File: src/rtl/seq_scan_pkg.sv
// Shared types for the bounded serial pattern-scan controller.
package seq_scan_pkg;

    typedef enum logic [1:0] {
        S_IDLE,
        S_RUN,
        S_DONE
    } state_t;

    function automatic logic plen_legal(input int plen, input int pat_w);
        return (plen >= 1) && (plen <= pat_w);
    endfunction

endpackage

File: src/rtl/seq_scan_ctrl_if.sv
// Command, serial stream and status bundle between host/source and seq_scan_ctrl.
interface seq_scan_ctrl_if #(
    parameter int PAT_W = 4,
    parameter int LEN_W = 8,
    parameter int CNT_W = 8
);
    localparam int PL_W = $clog2(PAT_W) + 1;

    logic             start;
    logic [PAT_W-1:0] cfg_pattern;
    logic [PL_W-1:0]  cfg_plen;
    logic [LEN_W-1:0] cfg_nbits;
    logic             din;
    logic             din_valid;
    logic             din_ready;
    logic             busy;
    logic             hit;
    logic             done;
    logic             err;
    logic [CNT_W-1:0] hit_count;
    logic             overflow;

    modport master (
        output start, cfg_pattern, cfg_plen, cfg_nbits, din, din_valid,
        input  din_ready, busy, hit, done, err, hit_count, overflow
    );

    modport slave (
        input  start, cfg_pattern, cfg_plen, cfg_nbits, din, din_valid,
        output din_ready, busy, hit, done, err, hit_count, overflow
    );

endinterface

File: src/rtl/seq_match.sv
// Overlapping Mealy matcher: shift history with fill depth, length-masked compare.
module seq_match #(
    parameter int PAT_W = 4,
    parameter int PL_W  = $clog2(PAT_W) + 1
) (
    input  logic             clk,
    input  logic             rst,
    input  logic             shift_en,
    input  logic             clear,
    input  logic             din,
    input  logic [PAT_W-1:0] pattern,
    input  logic [PL_W-1:0]  plen,
    output logic             match
);

    logic [PAT_W-1:0] hist;
    logic [PAT_W-1:0] hist_nxt;
    logic [PAT_W-1:0] mask;
    logic [PAT_W:0]   one_at_len;
    logic [PL_W-1:0]  depth;
    logic [PL_W-1:0]  depth_nxt;

    // Match looks at the history as it will be after this bit shifts in.
    always_comb begin
        hist_nxt   = PAT_W'({hist, din});
        depth_nxt  = (int'(depth) >= PAT_W) ? depth : depth + PL_W'(1);
        one_at_len = (PAT_W+1)'(1) << plen;
        mask       = PAT_W'(one_at_len - (PAT_W+1)'(1));
        match      = (depth_nxt >= plen) && ((hist_nxt & mask) == (pattern & mask));
    end

    always_ff @(posedge clk or negedge rst) begin
        if (!rst) begin
            hist  <= '0;
            depth <= '0;
        end else if (clear) begin
            hist  <= '0;
            depth <= '0;
        end else if (shift_en) begin
            hist  <= hist_nxt;
            depth <= depth_nxt;
        end
    end

endmodule

File: src/rtl/seq_scan_ctrl.sv
// Session controller: captures a pattern/budget, feeds exactly that many bits
// through the matcher, counts hits and signals completion.
//
//   state  | meaning
//   S_IDLE | waiting for start; config sampled here only
//   S_RUN  | din_ready high, consuming bits until budget exhausted
//   S_DONE | one-cycle done pulse, hit_count final
module seq_scan_ctrl
    import seq_scan_pkg::*;
#(
    parameter int PAT_W = 4,
    parameter int LEN_W = 8,
    parameter int CNT_W = 8
) (
    input  logic           clk,
    input  logic           rst,
    seq_scan_ctrl_if.slave bus
);

    localparam int PL_W = $clog2(PAT_W) + 1;

    state_t           state;
    logic [PAT_W-1:0] pat_q;
    logic [PL_W-1:0]  plen_q;
    logic [LEN_W-1:0] remaining;
    logic [CNT_W-1:0] hit_count_q;
    logic             overflow_q;
    logic             busy_q;
    logic             ready_q;
    logic             done_q;
    logic             err_q;
    logic             cfg_ok;
    logic             xfer;
    logic             match;
    logic             hit_w;
    logic             clear_hist;

    assign cfg_ok     = plen_legal(int'(bus.cfg_plen), PAT_W);
    // ready_q is only ever high in S_RUN, so xfer and hit are confined to RUN.
    assign xfer       = ready_q & bus.din_valid;
    assign hit_w      = xfer & match;
    assign clear_hist = (state == S_IDLE) & bus.start & cfg_ok;

    seq_match #(
        .PAT_W (PAT_W),
        .PL_W  (PL_W)
    ) u_match (
        .clk      (clk),
        .rst      (rst),
        .shift_en (xfer),
        .clear    (clear_hist),
        .din      (bus.din),
        .pattern  (pat_q),
        .plen     (plen_q),
        .match    (match)
    );

    always_ff @(posedge clk or negedge rst) begin
        if (!rst) begin
            state       <= S_IDLE;
            pat_q       <= '0;
            plen_q      <= '0;
            remaining   <= '0;
            hit_count_q <= '0;
            overflow_q  <= 1'b0;
            busy_q      <= 1'b0;
            ready_q     <= 1'b0;
            done_q      <= 1'b0;
            err_q       <= 1'b0;
        end else begin
            done_q <= 1'b0;
            err_q  <= 1'b0;
            case (state)
                S_IDLE: begin
                    if (bus.start) begin
                        if (!cfg_ok) begin
                            err_q <= 1'b1;
                        end else begin
                            pat_q       <= bus.cfg_pattern;
                            plen_q      <= bus.cfg_plen;
                            remaining   <= bus.cfg_nbits;
                            hit_count_q <= '0;
                            overflow_q  <= 1'b0;
                            if (bus.cfg_nbits == '0) begin
                                state  <= S_DONE;
                                done_q <= 1'b1;
                            end else begin
                                state   <= S_RUN;
                                busy_q  <= 1'b1;
                                ready_q <= 1'b1;
                            end
                        end
                    end
                end
                S_RUN: begin
                    if (xfer) begin
                        remaining <= remaining - LEN_W'(1);
                        if (hit_w) begin
                            if (hit_count_q == '1)
                                overflow_q <= 1'b1;
                            else
                                hit_count_q <= hit_count_q + CNT_W'(1);
                        end
                        if (remaining == LEN_W'(1)) begin
                            state   <= S_DONE;
                            done_q  <= 1'b1;
                            busy_q  <= 1'b0;
                            ready_q <= 1'b0;
                        end
                    end
                end
                S_DONE: begin
                    state <= S_IDLE;
                end
                default: begin
                    state   <= S_IDLE;
                    busy_q  <= 1'b0;
                    ready_q <= 1'b0;
                end
            endcase
        end
    end

    assign bus.din_ready = ready_q;
    assign bus.busy      = busy_q;
    assign bus.hit       = hit_w;
    assign bus.done      = done_q;
    assign bus.err       = err_q;
    assign bus.hit_count = hit_count_q;
    assign bus.overflow  = overflow_q;

endmodule

File: src/flat_wrapper.sv
// flat-port wrapper written by rule: the top's interface ports become plain ports
module seq_scan_ctrl_flat import seq_scan_pkg::*;
#(
    parameter int PAT_W = 4,
    parameter int LEN_W = 8,
    parameter int CNT_W = 8
)
  (clk, rst, bus_start, bus_cfg_pattern, bus_cfg_plen, bus_cfg_nbits, bus_din, bus_din_valid, bus_din_ready, bus_busy, bus_hit, bus_done, bus_err, bus_hit_count, bus_overflow);
  seq_scan_ctrl_if #(.PAT_W(PAT_W), .LEN_W(LEN_W), .CNT_W(CNT_W)) bus_i ();
  input  logic clk;
  input  logic rst;
  input wire logic [$bits(bus_i.start)-1:0] bus_start;
  input wire logic [$bits(bus_i.cfg_pattern)-1:0] bus_cfg_pattern;
  input wire logic [$bits(bus_i.cfg_plen)-1:0] bus_cfg_plen;
  input wire logic [$bits(bus_i.cfg_nbits)-1:0] bus_cfg_nbits;
  input wire logic [$bits(bus_i.din)-1:0] bus_din;
  input wire logic [$bits(bus_i.din_valid)-1:0] bus_din_valid;
  output wire logic [$bits(bus_i.din_ready)-1:0] bus_din_ready;
  output wire logic [$bits(bus_i.busy)-1:0] bus_busy;
  output wire logic [$bits(bus_i.hit)-1:0] bus_hit;
  output wire logic [$bits(bus_i.done)-1:0] bus_done;
  output wire logic [$bits(bus_i.err)-1:0] bus_err;
  output wire logic [$bits(bus_i.hit_count)-1:0] bus_hit_count;
  output wire logic [$bits(bus_i.overflow)-1:0] bus_overflow;
  assign bus_i.start = bus_start;
  assign bus_i.cfg_pattern = bus_cfg_pattern;
  assign bus_i.cfg_plen = bus_cfg_plen;
  assign bus_i.cfg_nbits = bus_cfg_nbits;
  assign bus_i.din = bus_din;
  assign bus_i.din_valid = bus_din_valid;
  assign bus_din_ready = bus_i.din_ready;
  assign bus_busy = bus_i.busy;
  assign bus_hit = bus_i.hit;
  assign bus_done = bus_i.done;
  assign bus_err = bus_i.err;
  assign bus_hit_count = bus_i.hit_count;
  assign bus_overflow = bus_i.overflow;
  seq_scan_ctrl #(.PAT_W(PAT_W), .LEN_W(LEN_W), .CNT_W(CNT_W)) u_core (.clk(clk), .rst(rst), .bus(bus_i));
endmodule
File: config.mk
export PLATFORM = sky130hd
export DESIGN_NAME = seq_scan_ctrl_flat
export DESIGN_NICKNAME = d
export VERILOG_FILES = /design/src/rtl/seq_scan_pkg.sv /design/src/rtl/seq_scan_ctrl_if.sv /design/src/rtl/seq_match.sv /design/src/rtl/seq_scan_ctrl.sv /design/src/flat_wrapper.sv
export SDC_FILE = /design/constraint.sdc
export NUM_CORES = 1
export LEC_CHECK = 0
export CAP_MARGIN = 10
export CORE_AREA = 2 2 64 66
export DETAILED_ROUTE_END_ITERATION = 10
export DIE_AREA = 0 0 66 68
export DONT_BUFFER_PORTS = 1
export PLACE_DENSITY_LB_ADDON = 0.12
export RECOVER_POWER = 50
export SLEW_MARGIN = 10
export SYNTH_ARGS = -nofsm -noshare
export SYNTH_HDL_FRONTEND = slang
export SYNTH_SLANG_ARGS = --single-unit
File: constraint.sdc
create_clock -name clk -period 2.8 [get_ports clk]
set_input_delay 0.84 -clock clk [delete_from_list [all_inputs] [get_ports clk]]
set_output_delay 0.84 -clock clk [all_outputs]
set_load 0.03 [all_outputs]
Word-level counts from Yosys, hierarchy flattened
Cells that the tools add are included.
{ "op_classes": {"add_sub_neg": 4, "n_mul": 0, "div": 0, "order_cmp": 4, "n_eq_ne": 13, "n_shift": 1, "muxes": 42, "bitwise": 7, "n_reduce_logical": 12} }
{ "ops": {"columns": ["operator", "count"], "rows": [
  ["2-to-1 mux 8 bit", 8],
  ["one-hot mux 8 bit (2 select lines)", 2],
  ["2-to-1 mux 1 bit", 18],
  ["AND reduction 6 bit", 3],
  ["2-to-1 mux 3 bit", 5],
  ["2-to-1 mux 2 bit", 5],
  ["adder 8 x 1 -> 8 bit (second input constant)", 1],
  ["AND 4 bit", 2],
  ["== test 8 x 1 -> 1 bit (second input constant)", 1],
  ["== test 8 bit (second input constant)", 1],
  ["logical NOT 8 bit", 1],
  ["!= test 2 x 1 -> 1 bit (second input constant)", 4],
  ["!= test 2 bit (second input constant)", 4],
  ["AND reduction 4 bit", 2],
  ["subtractor 8 x 1 -> 8 bit (second input constant)", 1],
  ["AND 1 bit", 4],
  ["== test 4 bit", 1],
  ["one-hot mux 1 bit (2 select lines)", 2],
  ["one-hot mux 2 bit (2 select lines)", 1],
  ["nonzero test 2 bit", 2],
  ["left shift 1 x 3 -> 4 bit (first input constant)", 1],
  ["subtractor 4 x 1 -> 4 bit (second input constant)", 1],
  ["adder 3 x 1 -> 3 bit (second input constant)", 1],
  [">= comparator 3 x 1 -> 1 bit (second input constant)", 1],
  ["other kinds (10)", 11]
]} }
{ "word_totals": {"reg_bits": 35, "latchBits": 0, "ramBits": 0, "romBits": 0, "input_bits": 20, "output_inout_bits": 14, "elab_cells": 94, "memories": 0} }

Logic depth before layout (Yosys ltp)
Gate-level depths: netlist (run 1).
{ "logic_depth": {"depth_word": 9, "ltp_mapped": 9, "ltp_nobuf": 8} }

Modules after synthesis
Synthesis (run 1) repeated with hierarchy kept, for this count alone.
{ "hier_totals": {"hier_cells": 218, "area_unflattened_um2": 2043.2} }
{ "modules_own_cells": {"columns": ["module", "instances", "cells_each", "area_each_um2", "seq_area_each_um2"], "rows": [
  ["seq_scan_ctrl", 1, 170, 1574.0, 725.7],
  ["seq_match", 1, 48, 469.2, 150.1]
]} }

Least setup slack after synthesis (run 1)
Ideal clock, no wire load.
{ "synth_path": {"kind": "register -> output", "from": "register u_core.u_match.depth[0]", "to": "output bus_hit", "arrival_time_ps": 2405, "required_time_ps": 1960, "setup_slack_ps": -445, "path_stages_with_launch": 9, "path_buffers": 1, "cell_sequence": "dfrtp_1 ha_1 or2_2 ha_1 nor2_1 a211o_1 a2111o_1 clkbuf_8 nor2_1"} }
{ "synth_via": {"elab_chain_len": 5, "elab_cells_between_ends": 6, "classes_between": "add/sub (1); order compare (2); mux (1); bitwise (1); reduce/logical (1)"} }
{ "synth_rtl": {"columns": ["element", "line_no", "source"], "rows": [
  ["start, declared", "seq_match.sv:20", "logic [PL_W-1:0] depth;"],
  ["start signal, assigned", "seq_match.sv:41", "depth <= depth_nxt;"],
  ["adder 3 x 1 -> 3 bit / >= comparator 3 bit (equally long branches)", "seq_match.sv:26", "depth_nxt = (int'(depth) >= PAT_W) ? depth : depth + PL_W'(1);"],
  ["2-to-1 mux 3 bit *", "seq_match.sv:26", null],
  [">= comparator 3 bit *", "seq_match.sv:29", "match = (depth_nxt >= plen) && ((hist_nxt & mask) == (pattern & mask));"],
  ["logical AND 1 bit *", "seq_match.sv:29", null],
  ["AND 1 bit *", "seq_scan_ctrl.sv:41", "assign hit_w = xfer & match;"],
  ["end, declared", "flat_wrapper.sv:20", "output wire logic [$bits(bus_i.hit)-1:0] bus_hit;"]
]} }
Mark *: on every way between the ends. The rest lies on a longest branch, timed or not.

Final worst setup path (run 1)
{ "layout_path": {"from": "register u_core.u_match.depth[1]", "to": "output bus_hit"} }
The elaborated chain is that of the path after synthesis.

==> results of run 1 <==
sequential cells by signal, summed over array words and instances (netlist names):
name	count
u_core.bus.busy	1
u_core.bus.err	1
u_core.bus.done	1
u_core.remaining	8
u_core.u_match.hist	3
u_core.plen_q	3
u_core.bus.overflow	1
u_core.state	2
u_core.bus.hit_count	8
u_core.u_match.depth	3
u_core.pat_q	4
metal layers:
| layer | up-vias | GRT usage (%) | part of all wire (%) |
|---|---|---|---|
| met5 | - | 0 | 0 |
| met3 | 8 | 6.09 | 4.8 |
| li1 | 819 | - | - |
| met2 | 41 | 38.9 | 51 |
| met1 | 822 | 27.5 | 43 |
| met4 | 0 | 7.65 | 1.3 |
through the flow:
step                worst slack [ns]  TNS (ns)  power, uW
finish                        -0.404    -0.626       2400
global route                  -0.454    -0.940       2600
CTS                           -0.381    -0.381       2370
detailed placement           -0.0802   -0.0802       1880
global placement             -0.0358   -0.0358       1830
floorplan                     -0.171    -0.171       1600
power breakdown:
part           total (uW)  leakage, uW  switching (uW)  internal (uW)
Combinational        1170     0.000500             630            540
Clock                 369    0.0000402             196            173
Sequential            861     0.000437             187            674
Total                2400     0.000977            1010           1390
worst reg2reg max path, cell delays in order (launching register included):
cell	delay (ns)
dfrtp_1	0.40
buf_6	0.13
inv_4	0.05
ha_4	0.19
mux2_4	0.29
ha_4	0.27
a211oi_2	0.05
a2111o_1	0.45
buf_4	0.17
buf_6	0.14
or4_4	0.51
a21oi_2	0.12
cell families after synthesis:
kind of cell | after synthesis | synth area share [%]
AO/OA/AOI/OAI | 57 | 17.3
XOR/XNOR | 5 | 2.18
adder cells (fa/ha/maj) | 9 | 5.61
buffers and inverters | 18 | 4.55
flip-flops | 35 | 43.7
multiplexers | 3 | 1.56
AND/OR/NAND/NOR | 97 | 25.1
cell type report:
type                       count  area share, %
clock buffer                   5           2.98
timing repair buffer          17           5.68
multi-input combinational    171           48.5
clock inverter                 3          0.866
sequential                    35           37.9
tap                           50           2.71
inverter                       8           1.41
placed cells by master (no fill, tap or decap), types with 7 or more instances in the layout:
cell     instances
inv_1            7
o21ai_0         18
buf_4           14
dfrtp_1         35
nand2_1         37
nor2_1          11
a21oi_1         18
nand3_1          8
worst max path at each step:
stage | endpoint | slack [ns] | depth (start not counted) | start
3_5_place_dp | bus_hit | -0.08 | 8 | u_core.u_match.depth[1]
5_1_grt | bus_hit | -0.45 | 8 | u_core.u_match.depth[1]
2_1_floorplan | bus_hit | -0.17 | 8 | u_core.u_match.depth[0]
3_3_place_gp | bus_hit | -0.04 | 7 | u_core.u_match.depth[0]
6_report | bus_hit | -0.40 | 8 | u_core.u_match.depth[1]
4_1_cts | bus_hit | -0.38 | 8 | u_core.u_match.depth[1]
repair_timing:
| item | in CTS | in global routing |
|---|---|---|
| endpoints found under the setup margin | 1 | 5 |
| pin swaps | 4 | 4 |
| buffers inserted | 3 | 1 |
| gates resized for setup | 7 | 7 |
| hold buffers | 0 | 0 |
==> impl_metrics.ini, run 1 <==
[outcome]
outcome = complete, but fails checks
failed_checks = negative setup slack

[yosys]
ys_top_cells_by_area = dfrtp_1 (44%), nand2_1 (6.9%), ha_1 (5.6%)
syn_avg_cell_area_sq_um = 8.95
synthTopCellsByCount = nand2_1 (37), dfrtp_1 (35), a21oi_1 (21)
synth_ff_type = dfrtp_1
ys_seq_area_share_pct = 43.7
synth_area_sq_um = 2010
synth_fp_nets = 253
yosys.area.top_type = dfrtp_1
synth_edf_count = 0
yosysMostFrequentCell = nand2_1
async_flop_share_pct = 100
yosysWarnings = 0
synth_top_area_share_pct = 43.7
ys_ff_latch = 35
synthesis.instances = 224
yosys.cell_types.count = 46

[critical_path]
reg2reg_depth = 11
worstPathMaxFanout = 2
r2r_start = u_core.u_match.depth[1]
critPathMostFrequentCell = ha_4
crit_type = register to output pin
rrSetupSlack_ns = -0.07
critical_path.cell_chain = buf_6, inv_4, ha_4, mux2_4, ha_4, a211oi_2, a2111o_1, nor2_4
cp.arrival_ns = 2.36
crit_family = compound AO/OA/AOI/OAI gates
worst_ep_required_time_ns = 1.96
cp.buffers_inverters = 2
critPathSlowestCell = a2111o_1
max_stage_delay_ns = 0.45
cp-start-kind = register
r2r-end = u_core.bus.hit_count[6]
critPathCaptureType = output pin

[timing]
period_needed_ns = 3.20
fmax_mhz = 312
maxSlewHeadroom_pct = 28.5
grt_setup_unrepaired = true
hold_viol_final = 0
setup_viol = 5
holdWs_ns = 0.234
fin_crit_sh_pct = 114
tightest_slew_ns = 1.07
final_max_slew_viol_count = 0
final.setup_skew_ns = 0.00416
setup_slack_ns = -0.404

[drt]
routedWlPerCell_um = 16.2
wl_um = 4690
vias = 1690
drt-pass1-iter-count = 4
viasPerCell = 5.85
drt_iter0_drc = 82
ant_nets = 0
remaining_drc_errors = 0

[placement]
hpwl_um = 3330
gp_congestion = 0.813
placed_area_sq_um = 2130
placed_cells = 277
port_buffers = 0

[finish]
fin_util_pct = 59.9
multi_input_area_sq_um = 1120
drive_above_1_share_pct = 19.7
fin_area_sq_um = 2310
nets = 267
regArea_sq_um = 876
area_growth_pct = 15.2
num-fill-cells = 363
antenna-diode-count = 0
fin_cells = 289

[die]
initial_core_util_pct = 52.0
die_x_um = 66
die_area_sq_um = 4490
die_h_um = 68
fp-row-count = 23
ioPinCount = 34
core_area_sq_um = 3860

[global_route]
grt-ovfl-total = 0
antenna_found_initial = 0
grt.total_usage_pct = 22.6
grt_pass1_vias = 1632
grt_pass1_wl_um = 7590
grt_max_degree = 36

[clock_tree]
clk_pin_slew_ns = 0.08
cts_tree = yes
cts_max_path_buffers = 2
clockRootBuffer = clkbuf_8
ctsHtreeMaxLevel = 2
clock_latency_ns = 0.29
clkSinkCount = 35
numCtsBuffers = 5

[pwr]
peakVddDrop_mv = 0.495
leakagePower_uw = 0.000977
p_per_area_nw_per_um2 = 1040

[job]
drv_cap = 0

[min_path]
hp-class = input pin to async pin
No activity file was read; power rests on OpenSTA's default activity.
==> run 2, diff against run 1 <==
--- a/config.mk
+++ b/config.mk
@@ -6,13 +6,14 @@
 export NUM_CORES = 1
 export LEC_CHECK = 0
 export CAP_MARGIN = 10
-export CORE_AREA = 2 2 64 66
+export CORE_AREA = 5 5 67 69
 export DETAILED_ROUTE_END_ITERATION = 10
-export DIE_AREA = 0 0 66 68
+export DIE_AREA = 0 0 72 74
 export DONT_BUFFER_PORTS = 1
 export PLACE_DENSITY_LB_ADDON = 0.12
 export RECOVER_POWER = 50
 export SLEW_MARGIN = 10
 export SYNTH_ARGS = -nofsm -noshare
 export SYNTH_HDL_FRONTEND = slang
+export SYNTH_HIERARCHICAL = 1
 export SYNTH_SLANG_ARGS = --single-unit
==> run 2 against run 1 <==
Against the previous run: critical path type unchanged; area after synthesis increased by 1.9%; synthesized cell count shrank 2.7%; the flow still finishes with violations (negative setup slack); combinational power is 29% higher; final cell count down 1.7%; register-to-register slack got worse by 0.14 ns; setup slack better by 0.11 ns.
==> impl_metrics.ini, run 2 <==
[yosys]
syn_avg_cell_area_sq_um = 9.37
yosysWarnings = 6
synth_fp_nets = 247
synth_area_sq_um = 2040
yosys.area.top_type = dfrtp_1
async_flop_share_pct = 100
synth_ff_type = dfrtp_1
ys_ff_latch = 35
synthesis.instances = 218
ys_top_cells_by_area = dfrtp_1 (43%), nand2_1 (6.1%), ha_1 (5.5%)
synth_edf_count = 0
yosys.cell_types.count = 58
ys_seq_area_share_pct = 42.9
synthTopCellsByCount = dfrtp_1 (35), nand2_1 (33), nor2_1 (17)
synth_top_area_share_pct = 42.9
yosysMostFrequentCell = dfrtp_1

[timing]
tns_ns = -1.06
final.setup_skew_ns = 0.00553
tightest_slew_ns = 0.754
maxSlewHeadroom_pct = 49.4
setup_slack_ns = -0.292
period_needed_ns = 3.09
final_max_slew_viol_count = 0
hold_viol_final = 0
fin_crit_sh_pct = 110
grt_setup_unrepaired = true
fmax_mhz = 323
setup_viol = 7

[finish]
antenna-diode-count = 0
nets = 263
drive_above_1_share_pct = 20.5
final_common_cell = dfrtp_1
final_cell_mix = dfrtp_1 (35), nand2_1 (31), nor2_1 (17)
area_growth_pct = 17.3

[global_route]
met3_usage_pct = 6.35
antenna_found_initial = 0
grt_pass1_wl_um = 8670
grt_pass1_vias = 1833
use_met2_pct = 35.5
busiest_layer = met2
met1_usage_pct = 25.0
grt-ovfl-total = 0
grt.total_usage_pct = 21.1
grt_max_degree = 36

[drt]
viasPerCell = 6.11
remaining_drc_errors = 0
vias = 1735
ant_nets = 0
routedWlPerCell_um = 18.2
wl_um = 5170
drt-pass1-iter-count = 4
drt_iter0_drc = 124

[critical_path]
critPathSlowestCell = dfrtp_1
critical_path.cell_chain = inv_1, ha_1, mux2_4, ha_4, nand2_4, o21ai_2, o211a_1, nand3_4, inv_4, buf_12
r2r_start = u_core/u_match/depth[0]
critPathCaptureType = output pin
r2r-end = u_core/bus.hit_count[6]
worstPathMaxFanout = 3
worst_ep_required_time_ns = 1.96
cp-start-kind = register
reg2reg_depth = 12
rrSetupSlack_ns = -0.21
cp.arrival_ns = 2.25
crit_type = register to output pin
max_stage_delay_ns = 0.38

[job]
drv_cap = 0

[placement]
gp_congestion = 0.845
hpwl_um = 3600
port_buffers = 0
dp_slack_ns = -0.166

[pwr]
peakVddDrop_mv = 0.628
p_per_area_nw_per_um2 = 1200
leakagePower_uw = 0.00108

[clock_tree]
clockRootBuffer = clkbuf_8
cts_tree = yes
ctsHtreeMaxLevel = 2
clkSinkCount = 35
cts_max_path_buffers = 2
numCtsBuffers = 5
clk_pin_slew_ns = 0.07
postCtsHoldBufs = 0
clock_latency_ns = 0.28

[die]
ioPinCount = 34
die_h_um = 74
initial_core_util_pct = 53.0
core_area_sq_um = 3860
fp-row-count = 23
die_x_um = 72
die_area_sq_um = 5330

[outcome]
failed_checks = negative setup slack
outcome = complete, but fails checks

[min_path]
hp-class = input pin to async pin
==> run 2: cell count changes after synthesis, moves of 4 or more <==
cell,previous run,this run
nor2_1,12,17
o21ai_1,0,8
o21ai_0,18,5
nand2_1,37,33
clkbuf_1,6,2
a21oi_1,21,10
==> run 2: worst max-delay path by stage <==
| stage | start | end | slack (ns) | cells after the start |
|---|---|---|---|---|
| 3_5_place_dp | u_core/u_match/depth[0] | u_core/bus.hit_count[6] | -0.17 | 11 |
| 2_1_floorplan | u_core/u_match/depth[0] | u_core/bus.hit_count[6] | 0.004 | 11 |
| 5_1_grt | u_core/u_match/depth[0] | bus_hit | -0.39 | 10 |
| 4_1_cts | u_core/u_match/depth[1] | bus_hit | -0.31 | 10 |
| 3_3_place_gp | u_core/u_match/depth[0] | u_core/bus.hit_count[6] | -0.00006 | 11 |
| 6_report | u_core/u_match/depth[0] | bus_hit | -0.29 | 10 |
==> run 2: layer usage <==
metal | wire length, um | share of wire (%)
met5 | 0 | 0
met4 | 112 | 2.2
met3 | 353 | 6.8
met2 | 2580 | 50
met1 | 2130 | 41
==> run 2: critical path, delay by kind of cell, from the launching register on <==
family	cells	cell delay [ns]
compound gates	2	0.31
fa+ha+maj	2	0.58
buf+inv	3	0.26
simple gates	2	0.14
flops	1	0.38
mux	1	0.30
==> run 2: cell families (layout without fill, tap and decap cells) <==
group | count (synthesis) | in the layout | synth area share [%]
buf+inv | 21 | 37 | 5.51
simple gates | 87 | 87 | 21.9
flops | 35 | 35 | 42.9
xor+xnor | 7 | 7 | 3.00
fa+ha+maj | 9 | 9 | 5.51
mux | 5 | 5 | 2.51
compound gates | 54 | 54 | 18.7
==> run 2: what timing repair did <==
| action | CTS | global route |
|---|---|---|
| buffers inserted | 4 | 2 |
| gates cloned | 0 | 0 |
| resized for setup | 7 | 15 |
| setup endpoints to repair | 5 | 8 |
| pin swaps | 9 | 8 |
==> run 2: report_power, final <==
group / internal [uW] / leakage [uW] / switching [uW]
Clock: 193 / 0.0000470 / 177
Sequential: 699 / 0.000422 / 284
Combinational: 721 / 0.000615 / 790
Total: 1610 / 0.00108 / 1250
==> run 2: layout make-up <==
cell class                      instances  area, sq um
Clock buffer                            6         82.6
Clock inverter                          1         5.00
Fill cell                             329         1460
Inverter                               12         55.1
Multi-Input combinational cell        162         1150
Sequential cell                        35          876
Tap cell                               50         62.6
Timing Repair Buffer                   18          163
==> run 2: through the flow <==
stage | hold slack, ns | area, sq um | instances | utilization (%) | total power, uW
detailed placement | 0.491 | 2150 | 271 | 55.8 | 2200
global route | 0.218 | 2400 | 284 | 62.1 | 3090
CTS | 0.229 | 2310 | 282 | 60.0 | 2710
global placement | 0.484 | 2150 | 271 | 55.8 | 2120
floorplan | 0.459 | 2050 | 218 | - | 1850
finish | 0.241 | 2400 | 284 | 62.1 | 2860
